[src/rtl/pipo_pkg.sv]
`timescale 1ns/1ps
// Shared types and helpers for the PIPO round-robin write arbiter.
// Latency: n/a (types, constants and pure functions only).
// Backpressure: n/a.
package pipo_pkg;

  typedef enum logic {IDLE = 1'b0, BURST = 1'b1} state_t;

  localparam int N_DEF         = 4;
  localparam int W_DEF         = 8;
  localparam int MAX_BURST_DEF = 4;
  localparam int N_MAX         = 8;

  // Result of a round-robin search: winner index and whether any request was seen.
  typedef struct packed {
    logic       found;
    logic [2:0] idx;
  } pick_t;

  // One-hot vector of width N_MAX; callers cast down to their own N.
  function automatic logic [N_MAX-1:0] onehot(input logic [2:0] idx, input int n);
    logic [N_MAX-1:0] v;
    v = '0;
    if (int'(idx) < n) v[idx] = 1'b1;
    return v;
  endfunction

  // First set request at or after ptr, wrapping modulo n.
  function automatic pick_t rr_pick(input logic [N_MAX-1:0] req, input logic [2:0] ptr,
                                    input int n);
    pick_t p;
    int    j;
    p = '0;
    for (int i = 0; i < N_MAX; i++) begin
      if (i < n && !p.found) begin
        j = (int'(ptr) + i) % n;
        if (req[3'(j)]) begin
          p.found = 1'b1;
          p.idx   = 3'(j);
        end
      end
    end
    return p;
  endfunction

endpackage

[src/rtl/pipo_reg.sv]
`timescale 1ns/1ps
// W-bit parallel-in/parallel-out register with load enable.
// Latency: d appears on q one rising edge after ld is sampled high.
// Backpressure: none; holds its value whenever ld is low.
// Ports: q (stored word), d (load data), CLK, n_res (async active-low), ld (load enable).
module pipo_reg #(
  parameter int W = 8
) (
  output logic [W-1:0] q,
  input  logic [W-1:0] d,
  input  logic         CLK,
  input  logic         n_res,
  input  logic         ld
);

  logic [W-1:0] q_q, q_d;

  always_comb begin
    q_d = q_q;
    if (ld) q_d = d;
  end

  always_ff @(posedge CLK or negedge n_res) begin
    if (!n_res) q_q <= '0;
    else        q_q <= q_d;
  end

  assign q = q_q;

endmodule

[src/rtl/pipo_arbiter.sv]
`timescale 1ns/1ps
// Round-robin write arbiter for a shared PIPO register, with bounded owner bursts.
// Latency: request sampled at edge k loads q and raises ack at the same edge k (one cycle).
// Backpressure: losers simply keep req high; a burst ends with one dead (no-load) cycle.
// Ports: CLK, n_res (async active-low); req/lock/din per requester; q (register),
//        ack (one-hot load strobe), valid (loaded since reset), busy (burst active), owner.
module pipo_arbiter
  import pipo_pkg::*;
#(
  parameter  int N         = N_DEF,
  parameter  int W         = W_DEF,
  parameter  int MAX_BURST = MAX_BURST_DEF,
  localparam int PW        = $clog2(N)
) (
  input  logic           CLK,
  input  logic           n_res,
  input  logic [N-1:0]   req,
  input  logic [N-1:0]   lock,
  input  logic [N*W-1:0] din,
  output logic [W-1:0]   q,
  output logic [N-1:0]   ack,
  output logic           valid,
  output logic           busy,
  output logic [PW-1:0]  owner
);

  localparam logic [3:0] MAX_B = 4'(MAX_BURST);

  state_t        state_q, state_d;
  logic [PW-1:0] ptr_q, ptr_d;
  logic [PW-1:0] owner_q, owner_d;
  logic [3:0]    cnt_q, cnt_d;
  logic [N-1:0]  ack_q, ack_d;
  logic          valid_q, valid_d;
  logic          ld;
  logic [W-1:0]  ld_dat;
  logic [PW-1:0] win;
  pick_t         pick;
  logic [W-1:0]  din_a [N];

  for (genvar i = 0; i < N; i++) begin : g_unpack
    assign din_a[i] = din[i*W +: W];
  end

  // State register
  always_ff @(posedge CLK or negedge n_res) begin
    if (!n_res) begin
      state_q <= IDLE;
      ptr_q   <= '0;
      owner_q <= '0;
      cnt_q   <= '0;
      ack_q   <= '0;
      valid_q <= 1'b0;
    end else begin
      state_q <= state_d;
      ptr_q   <= ptr_d;
      owner_q <= owner_d;
      cnt_q   <= cnt_d;
      ack_q   <= ack_d;
      valid_q <= valid_d;
    end
  end

  // Next-state and load control
  always_comb begin
    state_d = state_q;
    ptr_d   = ptr_q;
    owner_d = owner_q;
    cnt_d   = cnt_q;
    ack_d   = '0;
    valid_d = valid_q;
    ld      = 1'b0;
    ld_dat  = '0;
    pick    = rr_pick(N_MAX'(req), 3'(ptr_q), N);
    win     = PW'(pick.idx);
    unique case (state_q)
      IDLE: begin
        if (pick.found) begin
          ld      = 1'b1;
          ld_dat  = din_a[win];
          ack_d   = N'(onehot(pick.idx, N));
          owner_d = win;
          valid_d = 1'b1;
          // Winner drops to lowest priority for the next arbitration.
          ptr_d   = PW'((int'(pick.idx) + 1) % N);
          cnt_d   = 4'd1;
          if (lock[win] && MAX_BURST > 1) state_d = BURST;
        end
      end
      BURST: begin
        // The load that brings cnt to MAX_BURST stays in BURST; the following
        // edge fails the cnt check and becomes the dead release cycle.
        if (req[owner_q] && lock[owner_q] && cnt_q < MAX_B) begin
          ld     = 1'b1;
          ld_dat = din_a[owner_q];
          ack_d  = N'(onehot(3'(owner_q), N));
          cnt_d  = cnt_q + 4'd1;
        end else begin
          state_d = IDLE;
          cnt_d   = '0;
        end
      end
      default: state_d = IDLE;
    endcase
  end

  // Outputs
  always_comb begin
    busy  = (state_q == BURST);
    ack   = ack_q;
    valid = valid_q;
    owner = owner_q;
  end

  pipo_reg #(.W(W)) u_reg (
    .q     (q),
    .d     (ld_dat),
    .CLK   (CLK),
    .n_res (n_res),
    .ld    (ld)
  );

endmodule

[config.mk]
export PLATFORM = sky130hd
export DESIGN_NAME = pipo_arbiter
export DESIGN_NICKNAME = d
export VERILOG_FILES = /design/src/rtl/pipo_pkg.sv /design/src/rtl/pipo_reg.sv /design/src/rtl/pipo_arbiter.sv
export SDC_FILE = /design/constraint.sdc
export NUM_CORES = 1
export LEC_CHECK = 0
export BUFFER_PORTS_ARGS = -buffer_cell sky130_fd_sc_hd__buf_2
export CAP_MARGIN = 20
export CORE_ASPECT_RATIO = 0.5
export CORE_UTILIZATION = 46
export CTS_BUF_LIST = sky130_fd_sc_hd__clkbuf_16
export CTS_CLUSTER_DIAMETER = 30
export DETAILED_ROUTE_END_ITERATION = 6
export HOLD_SLACK_MARGIN = 0.08
export MAX_ROUTING_LAYER = met4
export PLACE_DENSITY_LB_ADDON = 0.2
export SETUP_SLACK_MARGIN = 0.3
export SLEW_MARGIN = 20
export SYNTH_ARGS = -nofsm -noshare
export SYNTH_HDL_FRONTEND = slang
export SYNTH_HIERARCHICAL = 1
export SYNTH_SLANG_ARGS = --single-unit
[constraint.sdc]
create_clock -name CLK -period 2.11 [get_ports CLK]
set_input_delay 0.422 -clock CLK [delete_from_list [all_inputs] [get_ports CLK]]
set_output_delay 0.422 -clock CLK [all_outputs]
set_load 0.01 [all_outputs]
## Yosys cells after proc, flatten, opt, wreduce, memory -nomap -nowiden

Cells that the tools add are included.

- Register bits: 22
- Input port bits: 42
- Output and inout bits: 16
- Word-level logic and storage cells: 91

- $add $sub $neg: 5
- $lt $le $gt $ge: 14
- Eq/ne operators: 1
- Mux-type cells: 50
- Bitwise logic cells: 6
- Reductions and logical operators: 8

Operators with widths:

| operator | number |
|---|---|
| 2-to-1 mux 4 bit | 12 |
| 2-to-1 mux 8 bit | 6 |
| binary-select mux 8 bit (select 2 bit) | 2 |
| 2-to-1 mux 1 bit | 16 |
| one-hot mux 4 bit (2 select lines) | 2 |
| one-hot mux 8 bit (2 select lines) | 1 |
| less-than comparator 3 x 5 -> 1 bit (second input constant) | 3 |
| binary-select mux 1 bit (select 3 bit) | 3 |
| binary-select mux 1 bit (select 2 bit) | 4 |
| less-than comparator 2 x 4 -> 1 bit (second input constant) | 2 |
| greater-or-equal comparator 3 bit (second input constant) | 2 |
| less-than comparator 2 x 3 -> 1 bit (second input constant) | 2 |
| inverter 2 -> 3 bit | 2 |
| OR reduction 2 bit | 3 |
| adder 2 x 1 -> 2 bit (second input constant) | 2 |
| adder 2 bit (second input constant) | 2 |
| adder 4 x 1 -> 4 bit (second input constant) | 1 |
| logical AND 1 bit | 4 |
| less-than comparator 3 x 4 -> 1 bit (second input constant) | 1 |
| less-than comparator 4 x 3 -> 1 bit (second input constant) | 1 |
| one-hot mux 1 bit (2 select lines) | 2 |
| bitwise AND 1 bit (first input constant) | 3 |
| demux 1 bit (select 3 bit) | 1 |
| greater-or-equal comparator 3 x 1 -> 1 bit (second input constant) | 1 |
| 6 further kinds | 6 |

## Logic depth before layout (Yosys ltp)

- Depth in word-level cells: 19
- Gate-level depth with buffers: 9
- Gate-level depth less buffers: 7

## Hierarchy

The synthesis kept the hierarchy.

Modules (own cells, without submodules):

| module | instances | cells an instance | area each (um^2) | seq. area each (um^2) |
|---|---|---|---|---|
| pipo_arbiter | 1 | 152 | 1,390.1 | 350.3 |
| pipo_reg | 1 | 17 | 331.6 | 200.2 |

## Worst setup path after synthesis

Ideal clock, no wire load.

- Path type: input to register
- From: input req[0]
- To: register u_reg.q_q[0], in the netlist u_reg/q[0]
- Setup time: 0.125 ns
- Arrival: 2.115 ns
- Data required time: 1.985 ns
- Path slack: -0.131 ns
- Stages on the path: 9
- Buffers on the path: 2
- Cells stage by stage: nor2b_4 > or4_4 > buf_6 > nand2_4 > inv_2 > buf_6 > a221o_1 > a22o_1 > mux2_4

RTL lines:

| element | RTL line | source |
|---|---|---|
| from (decl) | pipo_arbiter.sv:17 | `input logic [N-1:0] req,` |
| to (signal assigned) | pipo_reg.sv:25 | `else q_q <= q_d;` |
| to (decl) | pipo_reg.sv:16 | `logic [W-1:0] q_q, q_d;` |

## Worst setup path after layout

- From: register ptr_q[0]
- To: register u_reg.q_q[2], in the netlist u_reg/q[2]

- Longest elaborated chain between the ends: 18
- Elaborated cells between the ends (all ways): 35
- Classes of those cells: 3 x add/sub; 25 x mux; 4 x bitwise; 3 x reduce/logical

RTL lines:

| element | RTL line | source |
|---|---|---|
| from (decl) | pipo_arbiter.sv:30 | `logic [PW-1:0] ptr_q, ptr_d;` |
| from (signal assigned) | pipo_arbiter.sv:56 | `ptr_q <= ptr_d;` |
| adder 2 x 1 -> 2 bit | pipo_pkg.sv:36 | `j = (int'(ptr) + i) % n;` |
| OR reduction 2 bit (no source line) | -- |  |
| bitwise AND 1 bit (no source line) | -- |  |
| binary-select mux 1 bit (select 3 bit) | pipo_pkg.sv:37 | `if (req[3'(j)]) begin` |
| 2-to-1 mux 1 bit (implied by the code) (2 in a row) | pipo_pkg.sv:37 |  |
| 2-to-1 mux 4 bit | pipo_pkg.sv:37 |  |
| 2-to-1 mux 4 bit | pipo_pkg.sv:35 | `if (i < n && !p.found) begin` |
| 2-to-1 mux 4 bit | pipo_pkg.sv:37 |  |
| 2-to-1 mux 4 bit | pipo_pkg.sv:35 |  |
| 2-to-1 mux 4 bit | pipo_pkg.sv:37 |  |
| 2-to-1 mux 4 bit (*) | pipo_pkg.sv:35 |  |
| inverter 2 -> 3 bit (implied by the code) | pipo_arbiter.sv:80 | `ld_dat = din_a[win];` |
| binary-select mux 8 bit (select 2 bit) | pipo_arbiter.sv:80 |  |
| 2-to-1 mux 8 bit (implied by the code) (2 in a row) | pipo_arbiter.sv:80 |  |
| 2-to-1 mux 8 bit (*) | pipo_arbiter.sv:78 | `if (pick.found) begin` |
| one-hot mux 8 bit (2 select lines) (*) | pipo_arbiter.sv:76 | `unique case (state_q)` |
| named net ld_dat[2] | pipo_arbiter.sv:36 | `logic [W-1:0] ld_dat;` |

The timed path passes the listed nets; every way through them passes the cells marked *. The select of a mux whose other input is x is not followed.
A chain may end at the register's enable or synchronous reset.

==> flow_summary.json <==
{
  "grt.total_usage": 0.273,
  "cts-root-buf": "clkbuf_16",
  "max_slew_margin": 0.660,
  "viasPerCell": 6.01,
  "peakVddDrop_mv": 0.597,
  "synth.most_common_cell": "nand2_1",
  "critPathMaxFanout": 9,
  "place_area_um2": 2180,
  "cts_tree": "yes",
  "die_area_um2": 4010,
  "remaining_drc_errors": 0,
  "powerDensity_nw_per_um2": 1420,
  "gp_congestion": 1.05,
  "fin_cells": 293,
  "clkSinkCount": 22,
  "yosys-top-cells-area": "dfrtp_1 (32%), mux4_2 (12%), mux2_4 (7.0%), nand2_1 (5.5%), a22o_1 (5.1%)",
  "wirelength_mm": 4.86,
  "required_ns": 2.25,
  "synthMuxAreaShare": 0.188,
  "design_area_um2": 2320,
  "drv_cap": 0,
  "drt_iter0_markers": 137,
  "fin_skew_ns": 0.00248,
  "min_period_ns": 2.01,
  "ant_nets": 0,
  "cts_buffers": 3,
  "crit_type": "register to register",
  "dp_hpwl_mm": 3.51,
  "synth_top_family_by_area": "compound AO/OA/AOI/OAI gates",
  "synth_edf_count": 0,
  "pre_cts_ws_ns": -0.134,
  "gr-total-overflow": 0,
  "crit_path_start": "ptr_q[0]",
  "rr_endpoint": "u_reg/q[2]",
  "synth_compound_area_frac": 0.212,
  "end_kind": "register",
  "via_count": 1761,
  "hold_buffers": 0,
  "fin_ws_ns": 0.102,
  "dr.pass1.iters": 4,
  "ys_async_sr_fraction": 1.00,
  "finalSetupViolations": 0,
  "synth-simple-area-share": 0.183,
  "syn_nets": 216,
  "yosys.area.top_type": "dfrtp_1",
  "wl_per_cell_um": 16.6,
  "rsz0062_at_grt": "yes",
  "syn_inst": 169,
  "clk_latency_ns": 0.25,
  "status": "finished, final reports clean",
  "syn_avg_cell_area_um2": 10.2,
  "yosys.area_share.adder": 0.0363,
  "r2r_cells": 7,
  "placed_cells": 284,
  "finalHoldViolCount": 0,
  "final_net_count": 290,
  "period_share": 0.952,
  "maxSlewViolCount": 0,
  "grt_pass1_wl_mm": 7.83,
  "drive_above_1_share": 0.475,
  "syn_to_final_growth_pct": 35.0,
  "grt_pass1_vias": 1688,
  "cpPeakStageDelay_ns": 0.50,
  "synth_top_area_share": 0.320,
  "core-area_um2": 3510,
  "die_w_um": 88.5,
  "worst-path-buf-inv": 1,
  "hold_class": "primary input to asynchronous set/reset pin",
  "synth_common_cells": "nand2_1 (25), dfrtp_1 (22), nor2b_1 (11)",
  "initial_core_util": 0.491,
  "ys_seq_area_frac": 0.320,
  "ys.warnings.count": 6,
  "timing.fmax_mhz": 498,
  "tightest_slew_ns": 0.509,
  "cts_htree_levels": 1,
  "crit_path_start_kind": "register",
  "ys_ff_latch": 22,
  "grt_max_degree": 23,
  "path_delay_family": "simple AND/OR/NAND/NOR gates",
  "ioPinCount": 58,
  "crit_arrival_ns": 2.15,
  "worst_path_max_delay_cell": "or4_4",
  "whs_ns": 0.128,
  "synth-xor-area-share": 0,
  "ff2ff_setup_slack_ns": 0.10,
  "p_leak_nw": 1.13,
  "clock_path_buffers": 2,
  "synthFlopType": "dfrtp_1",
  "rows": 15,
  "crit_path_cell_trace": "nor2b_4 > or4_4 > buf_4 > nand4_1 > o221ai_1 > a22o_1 > mux2_4",
  "diodes": 0,
  "antenna_found_initial": 0,
  "syn_area_um2": 1720,
  "r2r_start": "ptr_q[0]",
  "synth_cell_types": 38,
  "die_height_um": 45.3,
  "clk_pin_slew_ns": 0.06,
  "place.port_buffers": 57
}
## routing by layer
| metal | global-route usage | wire length [um] | vias to the layer above | part of all wire |
|---|---|---|---|---|
| met4 | 0.100 | 86 | 0 | 0.018 |
| met1 | 0.335 | 2030 | 843 | 0.42 |
| met2 | 0.432 | 2350 | 103 | 0.48 |
| li1 | - | - | 799 | - |
| met5 | - | 0 | - | 0 |
| met3 | 0.0804 | 401 | 16 | 0.083 |
## stage by stage
step / total power [mW] / util / setup TNS [ns]
finish: 3.31 / 0.662 / 0
global route: 3.54 / 0.662 / 0
CTS: 3.26 / 0.658 / 0
detailed placement: 2.75 / 0.622 / -0.995
global placement: 2.70 / 0.622 / -0.817
floorplan: 2.12 / - / -0.805
## kinds of logic (layout without fill, tap and decap cells)
family | after synthesis | count (layout)
AO/OA/AOI/OAI | 44 | 44
adder cells (fa/ha/maj) | 5 | 5
buffers and inverters | 21 | 94
flip-flops | 22 | 22
multiplexers | 17 | 17
AND/OR/NAND/NOR | 60 | 60
## power breakdown
group	internal (mW)	leakage [nW]	switching, mW
Sequential	0.599	0.272	0.115
Clock	0.253	0.0385	0.151
Combinational	1.15	0.815	1.04
## layout make-up
type / instances / area (um2)
sequential: 22 / 552
timing repair buffer: 84 / 520
tap: 51 / 63.8
inverter: 6 / 30.0
clock inverter: 1 / 3.75
fill: 288 / 1190
clock buffer: 3 / 75.1
multi-input combinational: 126 / 1080
## repair_timing
action	in CTS	in global routing
resized for setup	5	3
buffers inserted	4	1
pin swaps	3	2
setup endpoints to repair	9	11
## layout by cell type (no fill, tap or decap), types with 6 or more instances in the layout
master and n:
mux2_4 8, nand4_1 9, buf_2 57, nand2_1 25, mux4_2 9, dfrtp_1 21
o221ai_1 8, nor2b_1 10, a22o_1 10, a221o_1 8, nor2_1 6, buf_4 23
## registers in the layout (all words and copies together) (netlist names)
register,flops
cnt_q,4
valid,1
ptr_q,2
u_reg/q,8
owner,2
ack,4
busy,1
## worst register-to-register path, cell delays in order, from the launching register on
cell      delay, ns
dfrtp_2        0.41
nor2b_4        0.05
or4_4          0.50
buf_4          0.19
nand4_1        0.11
o221ai_1       0.15
a22o_1         0.23
mux2_4         0.25
## how the worst max path moves through the flow
stage	endpoint	slack, ns	depth (start not counted)
floorplan	u_reg/q[0]	-0.10	9
global placement	u_reg/q[6]	-0.11	8
detailed placement	u_reg/q[6]	-0.13	8
CTS	u_reg/q[6]	0.12	7
global route	u_reg/q[2]	0.06	7
finish	u_reg/q[2]	0.10	7
No activity file was read; power rests on OpenSTA's default activity.
